==> src/rtl/ll_pkg.sv <==
// Shared types and constants for the lunar-lander pushbutton input block:
// FSM states, display-select codes, key indices and the key priority encoder.
package ll_pkg;

  typedef enum logic [1:0] {
    ST_IDLE     = 2'd0,
    ST_DEBOUNCE = 2'd1,
    ST_HELD     = 2'd2,
    ST_RELEASE  = 2'd3
  } ll_state_e;

  typedef enum logic [1:0] {
    DISP_ALT  = 2'd0,
    DISP_VEL  = 2'd1,
    DISP_FUEL = 2'd2,
    DISP_THR  = 2'd3
  } disp_sel_e;

  localparam int NUM_PB = 21;

  localparam logic [4:0] KEY_W = 5'd16;
  localparam logic [4:0] KEY_X = 5'd17;
  localparam logic [4:0] KEY_Y = 5'd18;
  localparam logic [4:0] KEY_Z = 5'd19;
  localparam logic [4:0] KEY_DIGIT_MAX = 5'd9;

  // Digits pb[9:0] and letters pb[19:16] are live; everything else reads as zero.
  localparam logic [NUM_PB-1:0] KEY_MASK = 21'h0F_03FF;

  // Highest set index wins; returns 0 for an all-zero vector.
  function automatic logic [4:0] prio_enc(input logic [NUM_PB-1:0] v);
    logic [4:0] idx;
    idx = '0;
    for (int i = 0; i < NUM_PB; i++) begin
      if (v[i]) idx = 5'(i);
    end
    return idx;
  endfunction

endpackage

==> src/rtl/ll_sync2.sv <==
// Two-flop synchronizer for a vector of asynchronous inputs, synchronous reset.
module ll_sync2 #(
  parameter int W = 1
) (
  input  logic         clk_i,
  input  logic         rst_i,
  input  logic [W-1:0] d_i,
  output logic [W-1:0] q_o
);

  logic [W-1:0] meta_q;
  logic [W-1:0] sync_q;

  always_ff @(posedge clk_i) begin
    if (rst_i) begin
      meta_q <= '0;
      sync_q <= '0;
    end else begin
      meta_q <= d_i;
      sync_q <= meta_q;
    end
  end

  assign q_o = sync_q;

endmodule

==> src/rtl/ll_input.sv <==
// Pushbutton front end: synchronize, mask, priority-encode and debounce the
// keypad, then emit one strobe per press and apply the thrust/display action.
module ll_input
  import ll_pkg::*;
#(
  parameter int          DEBOUNCE    = 3,
  parameter logic [15:0] THRUST_INIT = 16'h0005
) (
  input  logic        hz100,
  input  logic        reset,
  input  logic [20:0] pb,
  output logic [4:0]  keycode,
  output logic        strobe,
  output logic [15:0] thrust_n,
  output logic        thrust_we,
  output logic [1:0]  disp_sel,
  output logic [1:0]  dbg_state
);

  localparam int CW = $clog2(DEBOUNCE + 1);
  localparam logic [CW-1:0] CNT_ONE = CW'(1);
  localparam logic [CW-1:0] CNT_MAX = CW'(DEBOUNCE);

  logic [NUM_PB-1:0] pb_sync;
  logic [NUM_PB-1:0] pb_masked;
  logic              key_valid;
  logic [4:0]        key_code;

  ll_state_e   state_q, state_d;
  logic [CW-1:0] cnt_q, cnt_d;
  logic [4:0]  cand_q, cand_d;
  logic [4:0]  keycode_q, keycode_d;
  logic        strobe_q, strobe_d;
  logic        thrust_we_q, thrust_we_d;
  logic [15:0] thrust_q, thrust_d;
  disp_sel_e   disp_q, disp_d;

  ll_sync2 #(.W(NUM_PB)) u_sync (
    .clk_i (hz100),
    .rst_i (reset),
    .d_i   (pb),
    .q_o   (pb_sync)
  );

  assign pb_masked = pb_sync & KEY_MASK;
  assign key_valid = |pb_masked;
  assign key_code  = prio_enc(pb_masked);

  // strobe/thrust_we are single-cycle pulses; keycode, thrust_n and disp_sel hold.
  always_comb begin
    state_d     = state_q;
    cnt_d       = cnt_q;
    cand_d      = cand_q;
    keycode_d   = keycode_q;
    strobe_d    = 1'b0;
    thrust_we_d = 1'b0;
    thrust_d    = thrust_q;
    disp_d      = disp_q;

    case (state_q)
      ST_IDLE: begin
        cnt_d = '0;
        if (key_valid) begin
          cand_d  = key_code;
          cnt_d   = CNT_ONE;
          state_d = ST_DEBOUNCE;
        end
      end

      ST_DEBOUNCE: begin
        if (!key_valid) begin
          cnt_d   = '0;
          state_d = ST_IDLE;
        end else if (key_code != cand_q) begin
          cand_d = key_code;
          cnt_d  = CNT_ONE;
        end else if (cnt_q == CNT_MAX) begin
          cnt_d     = '0;
          state_d   = ST_HELD;
          keycode_d = cand_q;
          strobe_d  = 1'b1;
          if (cand_q <= KEY_DIGIT_MAX) begin
            thrust_d    = {12'h000, cand_q[3:0]};
            thrust_we_d = 1'b1;
          end else begin
            case (cand_q)
              KEY_Z:   disp_d = DISP_ALT;
              KEY_Y:   disp_d = DISP_VEL;
              KEY_X:   disp_d = DISP_FUEL;
              KEY_W:   disp_d = DISP_THR;
              default: disp_d = disp_q;
            endcase
          end
        end else begin
          cnt_d = cnt_q + CNT_ONE;
        end
      end

      // Any key activity while held, including a new key, is deliberately ignored.
      ST_HELD: begin
        if (!key_valid) begin
          cnt_d   = CNT_ONE;
          state_d = ST_RELEASE;
        end
      end

      ST_RELEASE: begin
        if (key_valid) begin
          cnt_d   = '0;
          state_d = ST_HELD;
        end else if (cnt_q == CNT_MAX) begin
          cnt_d   = '0;
          state_d = ST_IDLE;
        end else begin
          cnt_d = cnt_q + CNT_ONE;
        end
      end

      default: begin
        cnt_d   = '0;
        state_d = ST_IDLE;
      end
    endcase
  end

  always_ff @(posedge hz100) begin
    if (reset) begin
      state_q     <= ST_IDLE;
      cnt_q       <= '0;
      cand_q      <= '0;
      keycode_q   <= '0;
      strobe_q    <= 1'b0;
      thrust_we_q <= 1'b0;
      thrust_q    <= THRUST_INIT;
      disp_q      <= DISP_ALT;
    end else begin
      state_q     <= state_d;
      cnt_q       <= cnt_d;
      cand_q      <= cand_d;
      keycode_q   <= keycode_d;
      strobe_q    <= strobe_d;
      thrust_we_q <= thrust_we_d;
      thrust_q    <= thrust_d;
      disp_q      <= disp_d;
    end
  end

  assign keycode   = keycode_q;
  assign strobe    = strobe_q;
  assign thrust_we = thrust_we_q;
  assign thrust_n  = thrust_q;
  assign disp_sel  = disp_q;
  assign dbg_state = state_q;

endmodule

==> config.mk <==
export PLATFORM = sky130hd
export DESIGN_NAME = ll_input
export DESIGN_NICKNAME = d
export VERILOG_FILES = /design/src/rtl/ll_pkg.sv /design/src/rtl/ll_sync2.sv /design/src/rtl/ll_input.sv
export SDC_FILE = /design/constraint.sdc
export NUM_CORES = 1
export LEC_CHECK = 0
export ABC_CLOCK_PERIOD_IN_PS = 2900
export CELL_PAD_IN_SITES_DETAIL_PLACEMENT = 2
export CELL_PAD_IN_SITES_GLOBAL_PLACEMENT = 2
export CORE_AREA = 2 2 79 81
export CTS_BUF_LIST = sky130_fd_sc_hd__clkbuf_16
export CTS_CLUSTER_SIZE = 25
export DETAILED_ROUTE_END_ITERATION = 6
export DIE_AREA = 0 0 81 83
export DONT_BUFFER_PORTS = 1
export PLACE_DENSITY = 0.82
export SYNTH_ARGS = -nofsm -noshare
export SYNTH_HDL_FRONTEND = slang
export SYNTH_SLANG_ARGS = --single-unit
==> constraint.sdc <==
create_clock -name hz100 -period 2.9 [get_ports hz100]
set_clock_uncertainty 0.05 [all_clocks]
set_input_delay 0.145 -clock hz100 [delete_from_list [all_inputs] [get_ports hz100]]
set_output_delay 0.145 -clock hz100 [all_outputs]
set_load 0.02 [all_outputs]
# --- Word level (Yosys, flattened, before mapping) ---
# Index checks and enable logic that the tools add are counted.
totals:
  latch_bits: 0
  reg_bits: 62
  mem_count: 0
  out_inout_bits: 27
  ram_bits: 0
  wordCells: 79
  romBits: 0
op_classes:
  n_div: 0
  n_mul: 0
  n_shift: 0
  add_sub_neg: 1
  n_reduce_logical: 11
  bitwise: 5
  eq_ne: 16
  n_lt_le_gt_ge: 1
  muxes: 35
op_table:
  columns: ["op", "n"]
  rows:
  - ["2-to-1 mux 5 bit", 13]
  - ["2-to-1 mux 2 bit", 14]
  - ["case mux 2 bit (4 select lines)", 3]
  - ["== test 5 bit, second input constant", 4]
  - ["OR reduction 14 bit", 1]
  - ["case mux 5 bit (2 select lines)", 1]
  - ["AND reduction 5 bit", 2]
  - ["inequality test 3 bit, second input constant", 3]
  - ["inequality test 2 bit, second input constant", 4]
  - ["AND reduction 4 bit", 2]
  - ["== test 2 bit, second input constant", 3]
  - ["AND reduction 6 bit", 1]
  - ["less-or-equal comparator 5 x 4 -> 1 bit, second input constant", 1]
  - ["inequality test 5 bit", 1]
  - ["NOT 1 bit", 5]
  - ["OR reduction 5 bit", 1]
  - ["2-to-1 mux 1 bit", 4]
  - ["nonzero test 4 bit", 1]
  - ["OR reduction 4 bit", 1]
  - ["adder 2 x 1 -> 2 bit, second input constant", 1]
  - ["== test 2 x 1 -> 1 bit, second input constant", 1]
  - ["logical NOT 2 bit", 1]
  - ["nonzero test 2 bit", 1]

# --- Depth between registers and ports, before layout ---
logic_depth:
  ltp_word: 17
  mapped_depth: 8
  mapped_depth_nobuf: 6

# --- By module ---
# From an unflattened synthesis, not the netlist that was laid out.
hier_totals:
  cells_unflattened: 263
  hier_area_um2: 2562.5
modules_own_cells:
  columns: ["mod", "cells_per_inst", "n_inst", "area_per_inst_um2"]
  rows:
  - ["ll_input", 175, 1, 1438.9]
  - ["ll_sync2", 88, 1, 1123.6]

# --- Least setup slack after synthesis ---
# No wires, ideal clock.
synth_timing:
  path_type: "register to register"
  startpoint: "reg u_sync.sync_q[5] (netlist: u_sync.q_o[5])"
  endpoint: "reg keycode_q[2] (netlist: keycode[2])"
  path_stages_with_launch: 8
  setup_ns: 0.121
  setup_slack_ns: 0.500
  arrival_time_ns: 2.229
  path_buffers: 1
  t_required_ns: 2.729
  path_cell_list: "dfxtp_1 > or4_4 > or3_1 > a21oi_2 > o21ai_2 > or3_1 > buf_2 > mux2_4"
synth_via:
  elab_chain_cells: 12
synth_rtl:
  columns: ["item", "line_no", "source"]
  rows:
  - ["start, declared", "ll_sync2.sv:12", "logic [W-1:0] sync_q;"]
  - ["start signal, assigned", "ll_sync2.sv:20", "sync_q <= meta_q;"]
  - ["2-to-1 mux 5 bit (9 in series)", "ll_pkg.sv:35", "if (v[i]) idx = 5'(i);"]
  - ["inequality test 5 bit", "ll_input.sv:74", "end else if (key_code != cand_q) begin"]
  - ["NOT 1 bit (no line)", null, null]
  - ["AND reduction 4 bit (no line) (*)", null, null]
  - ["end signal, assigned", "ll_input.sv:140", "keycode_q <= keycode_d;"]
  - ["end, declared", "ll_input.sv:32", "logic [4:0] keycode_q, keycode_d;"]
# Every way passes the cells marked *; elsewhere a longest branch is shown, timed or not.
# A chain may end at the register's enable or synchronous reset.

# --- Worst setup path after layout ---
layout_timing:
  startpoint: "reg u_sync.sync_q[3] (netlist: u_sync.q_o[3])"
  endpoint: "reg keycode_q[2] (netlist: keycode[2])"
layout_via:
  elab_chain_cells: 14
layout_rtl:
  columns: ["item", "line_no"]
  rows:
  - ["2-to-1 mux 2 bit", "ll_pkg.sv:35"]
  - ["2-to-1 mux 5 bit (10 in series)", "ll_pkg.sv:35"]
  - ["inequality test 5 bit", "ll_input.sv:74"]
  - ["NOT 1 bit (no line)", null]
  - ["AND reduction 4 bit (no line) (*)", null]
# Marks and branches as above.

==> results.yml <==
global_routing:
  grt_max_degree: 46
  antenna_found_initial: 0
  grt_usage_pct: 15.6
  grt.overflow.total: 0
  grt_pass1_wl_mm: 8.11
  grt_pass1_vias: 1664
placement:
  port_buffers: 0
  gp_congestion: 0.759
  hpwlAfterDp_mm: 3.08
  dp_cells: 281
routing:
  num_vias: 1520
  firstDrtPassIters: 4
  totalWireLength_mm: 4.85
  wl_per_cell_microns: 16.0
  route.detailed.drc: 0
  vias_per_cell: 5.00
  drtIter0Drc: 40
  ant_nets: 0
timing:
  fin_crit_sh_pct: 91.5
  hold_violations: 0
  worst_slew_pin_slew_ns: 0.826
  fmax_ghz: 0.377
  slew_violations: 0
  slew_headroom_pct: 44.3
  tns_ns: 0
  min_period_ns: 2.65
  setup_violations: 0
  rsz0062_at_grt: "no"
hold_path:
  hold_path.class: "input pin to register"
  hold_depth: 3
  hold_path_end: "cand_q[4]"
  hold_start: "reset"
layout:
  area_delta_synth_final_pct: 16.0
  final_common_cell: "dfxtp_1"
  fill_cells: 628
  nets: 253
  final_layout_size_suffix_gt1_share_pct: 10.9
  antenna_cells: 0
  instances_no_fill: 304
  final_cell_mix: "dfxtp_1, nor2b_1, dlygate4sd3_1, nor2_1, conb_1"
clock_tree:
  clk_latency_ns: 0.28
  cts_num_sinks: 50
  postCtsSetupBuffers: 0
  hold_buffers: 16
  cts_buffer_depth: 2
  numCtsBuffers: 5
  h-tree-depth: 2
  clkSlewWorstSetupHoldPaths_ns: 0.06
  cts_tree: "done"
  cts_resized: 0
  root_buffer: "clkbuf_16"
power:
  leakage_nw: 0.927
  cellPowerDensity_nw_per_um2: 612
  power_mw: 1.48
  ir_drop_mv: 0.329
synth:
  syn_area_sq_um: 2090
  synth.yosys.seq_area_share_pct: 47.9
  synth_seq_cells: 50
  synth.avg_cell_area_sq_um: 9.82
  synthTopCellsByArea: "dfxtp_1, nor2b_1, mux2i_1"
  ys_types: 45
  yosys.area.top_type: "dfxtp_1"
  synth_top_area_share_pct: 47.9
  synthCells: 213
  synth_warnings: 0
worst_setup_path:
  end_kind: "register"
  crit_type: "register to register"
  r2r_slack_ns: 0.25
  reg2reg_depth: 6
  worstReg2RegStart: "u_sync.q_o[3]"
  r2r_end: "keycode[2]"
  crit_start: "u_sync.q_o[3]"
  required_ns: 3.02
  critPathLaunchType: "register"
  cp_data_arrival_time_ns: 2.78
  crit_path_max_fanout: 6
run:
  drv_cap: 0
die:
  num_rows: 28
  die_w_microns: 81
  ios: 50
  die-area_sq_um: 6720
  core_sq_um: 5820
  start_util_pct: 36.0
  die_h_microns: 83
run_status:
  outcome: "finished, final reports clean"
worst max path at each step:
stage,to,slack [ns],depth (start not counted)
after floorplan,keycode[2],0.50,7
after global placement,keycode[2],0.36,6
after detailed placement,keycode[2],0.26,6
after CTS,keycode[2],0.24,6
after global routing,keycode[2],0.08,6
final,keycode[2],0.25,6
cell usage after synthesis (all sizes together):
| master | instances |
|---|---|
| nand2 | 5 |
| nor2 | 14 |
| nor4b | 1 |
| inv | 4 |
| nand2b | 8 |
| o31ai | 4 |
| o2bb2ai | 2 |
| a211o | 1 |
| mux2i | 9 |
| ha | 1 |
| nor4 | 3 |
| o211ai | 1 |
| nor2b | 35 |
| a211oi | 3 |
| nand3b | 1 |
| or4 | 4 |
| o41ai | 1 |
| buf | 14 |
| o21ai | 7 |
| conb | 1 |
| a21oi | 3 |
| nand3 | 6 |
| o311ai | 1 |
| nor3b | 1 |
| nand4 | 2 |
| or3 | 6 |
| or2 | 2 |
| a2111oi | 2 |
| a31oi | 1 |
| o21a | 1 |
| a21o | 1 |
| dfxtp | 50 |
| nor3 | 8 |
| clkbuf | 7 |
| mux2 | 3 |
per-layer routing:
metal	wire length [microns]	vias to the layer above	track usage [%]	part of all wire, %
met2	2450	39	26.8	51
li1	-	737	-	-
met4	134	0	6.63	2.8
met5	0	-	0	0
met1	2060	732	17.8	42
met3	204	12	4.35	4.2
registers in the layout, indices dropped and copies added (netlist names), named ones only:
name           cells
u_sync.meta_q     14
u_sync.q_o        14
cand_q             5
keycode            5
thrust_n           4
cnt_q              2
disp_sel           2
dbg_state          1
strobe             1
thrust_we          1
cell type report:
cell class	instances	area, sq um	area share (%)
Inverter	4	15.0	0.619
Sequential cell	50	1000	41.3
Timing Repair Buffer	19	193	7.95
Multi-Input combinational cell	149	983	40.6
Clock buffer	5	125	5.16
Tap cell	75	93.8	3.87
Clock inverter	2	13.8	0.568
where the power goes:
part           internal (mW)  total (mW)  switching [mW]
registers              0.715       0.742          0.0270
logic                 0.0774       0.182           0.104
clock network          0.316       0.560           0.244
logic make-up (layout without fill, tap and decap cells):
group / Yosys count / count (layout) / share of synthesized area (%)
AND/OR/NAND/NOR: 96 / 96 / 27.7
flip-flops: 50 / 50 / 47.9
AO/OA/AOI/OAI: 28 / 28 / 10.1
buffers and inverters: 25 / 30 / 7.06
multiplexers: 12 / 12 / 6.46
adder cells (fa/ha/maj): 1 / 1 / 0.598
other: 1 / 12 / 0.179
stage by stage:
step | setup WS (ns) | utilization [%] | instance area [sq um] | hold slack [ns]
after floorplan | 0.500 | - | 2130 | 0.223
after global placement | 0.358 | 36.4 | 2120 | 0.172
after detailed placement | 0.259 | 36.4 | 2120 | 0.173
after CTS | 0.238 | 41.7 | 2420 | 0.000564
after global routing | 0.0784 | 41.7 | 2420 | 0.00203
final | 0.246 | 41.7 | 2420 | 0.00269
critical path, stage by stage (launching register included):
cell and delay [ns]:
dfxtp_1 0.35, nor2_1 0.06, o311ai_0 0.69, nand3_1 0.15, a211o_1 0.36, or3_1 0.53
mux2_4 0.35
No activity file was read; power rests on OpenSTA's default activity.
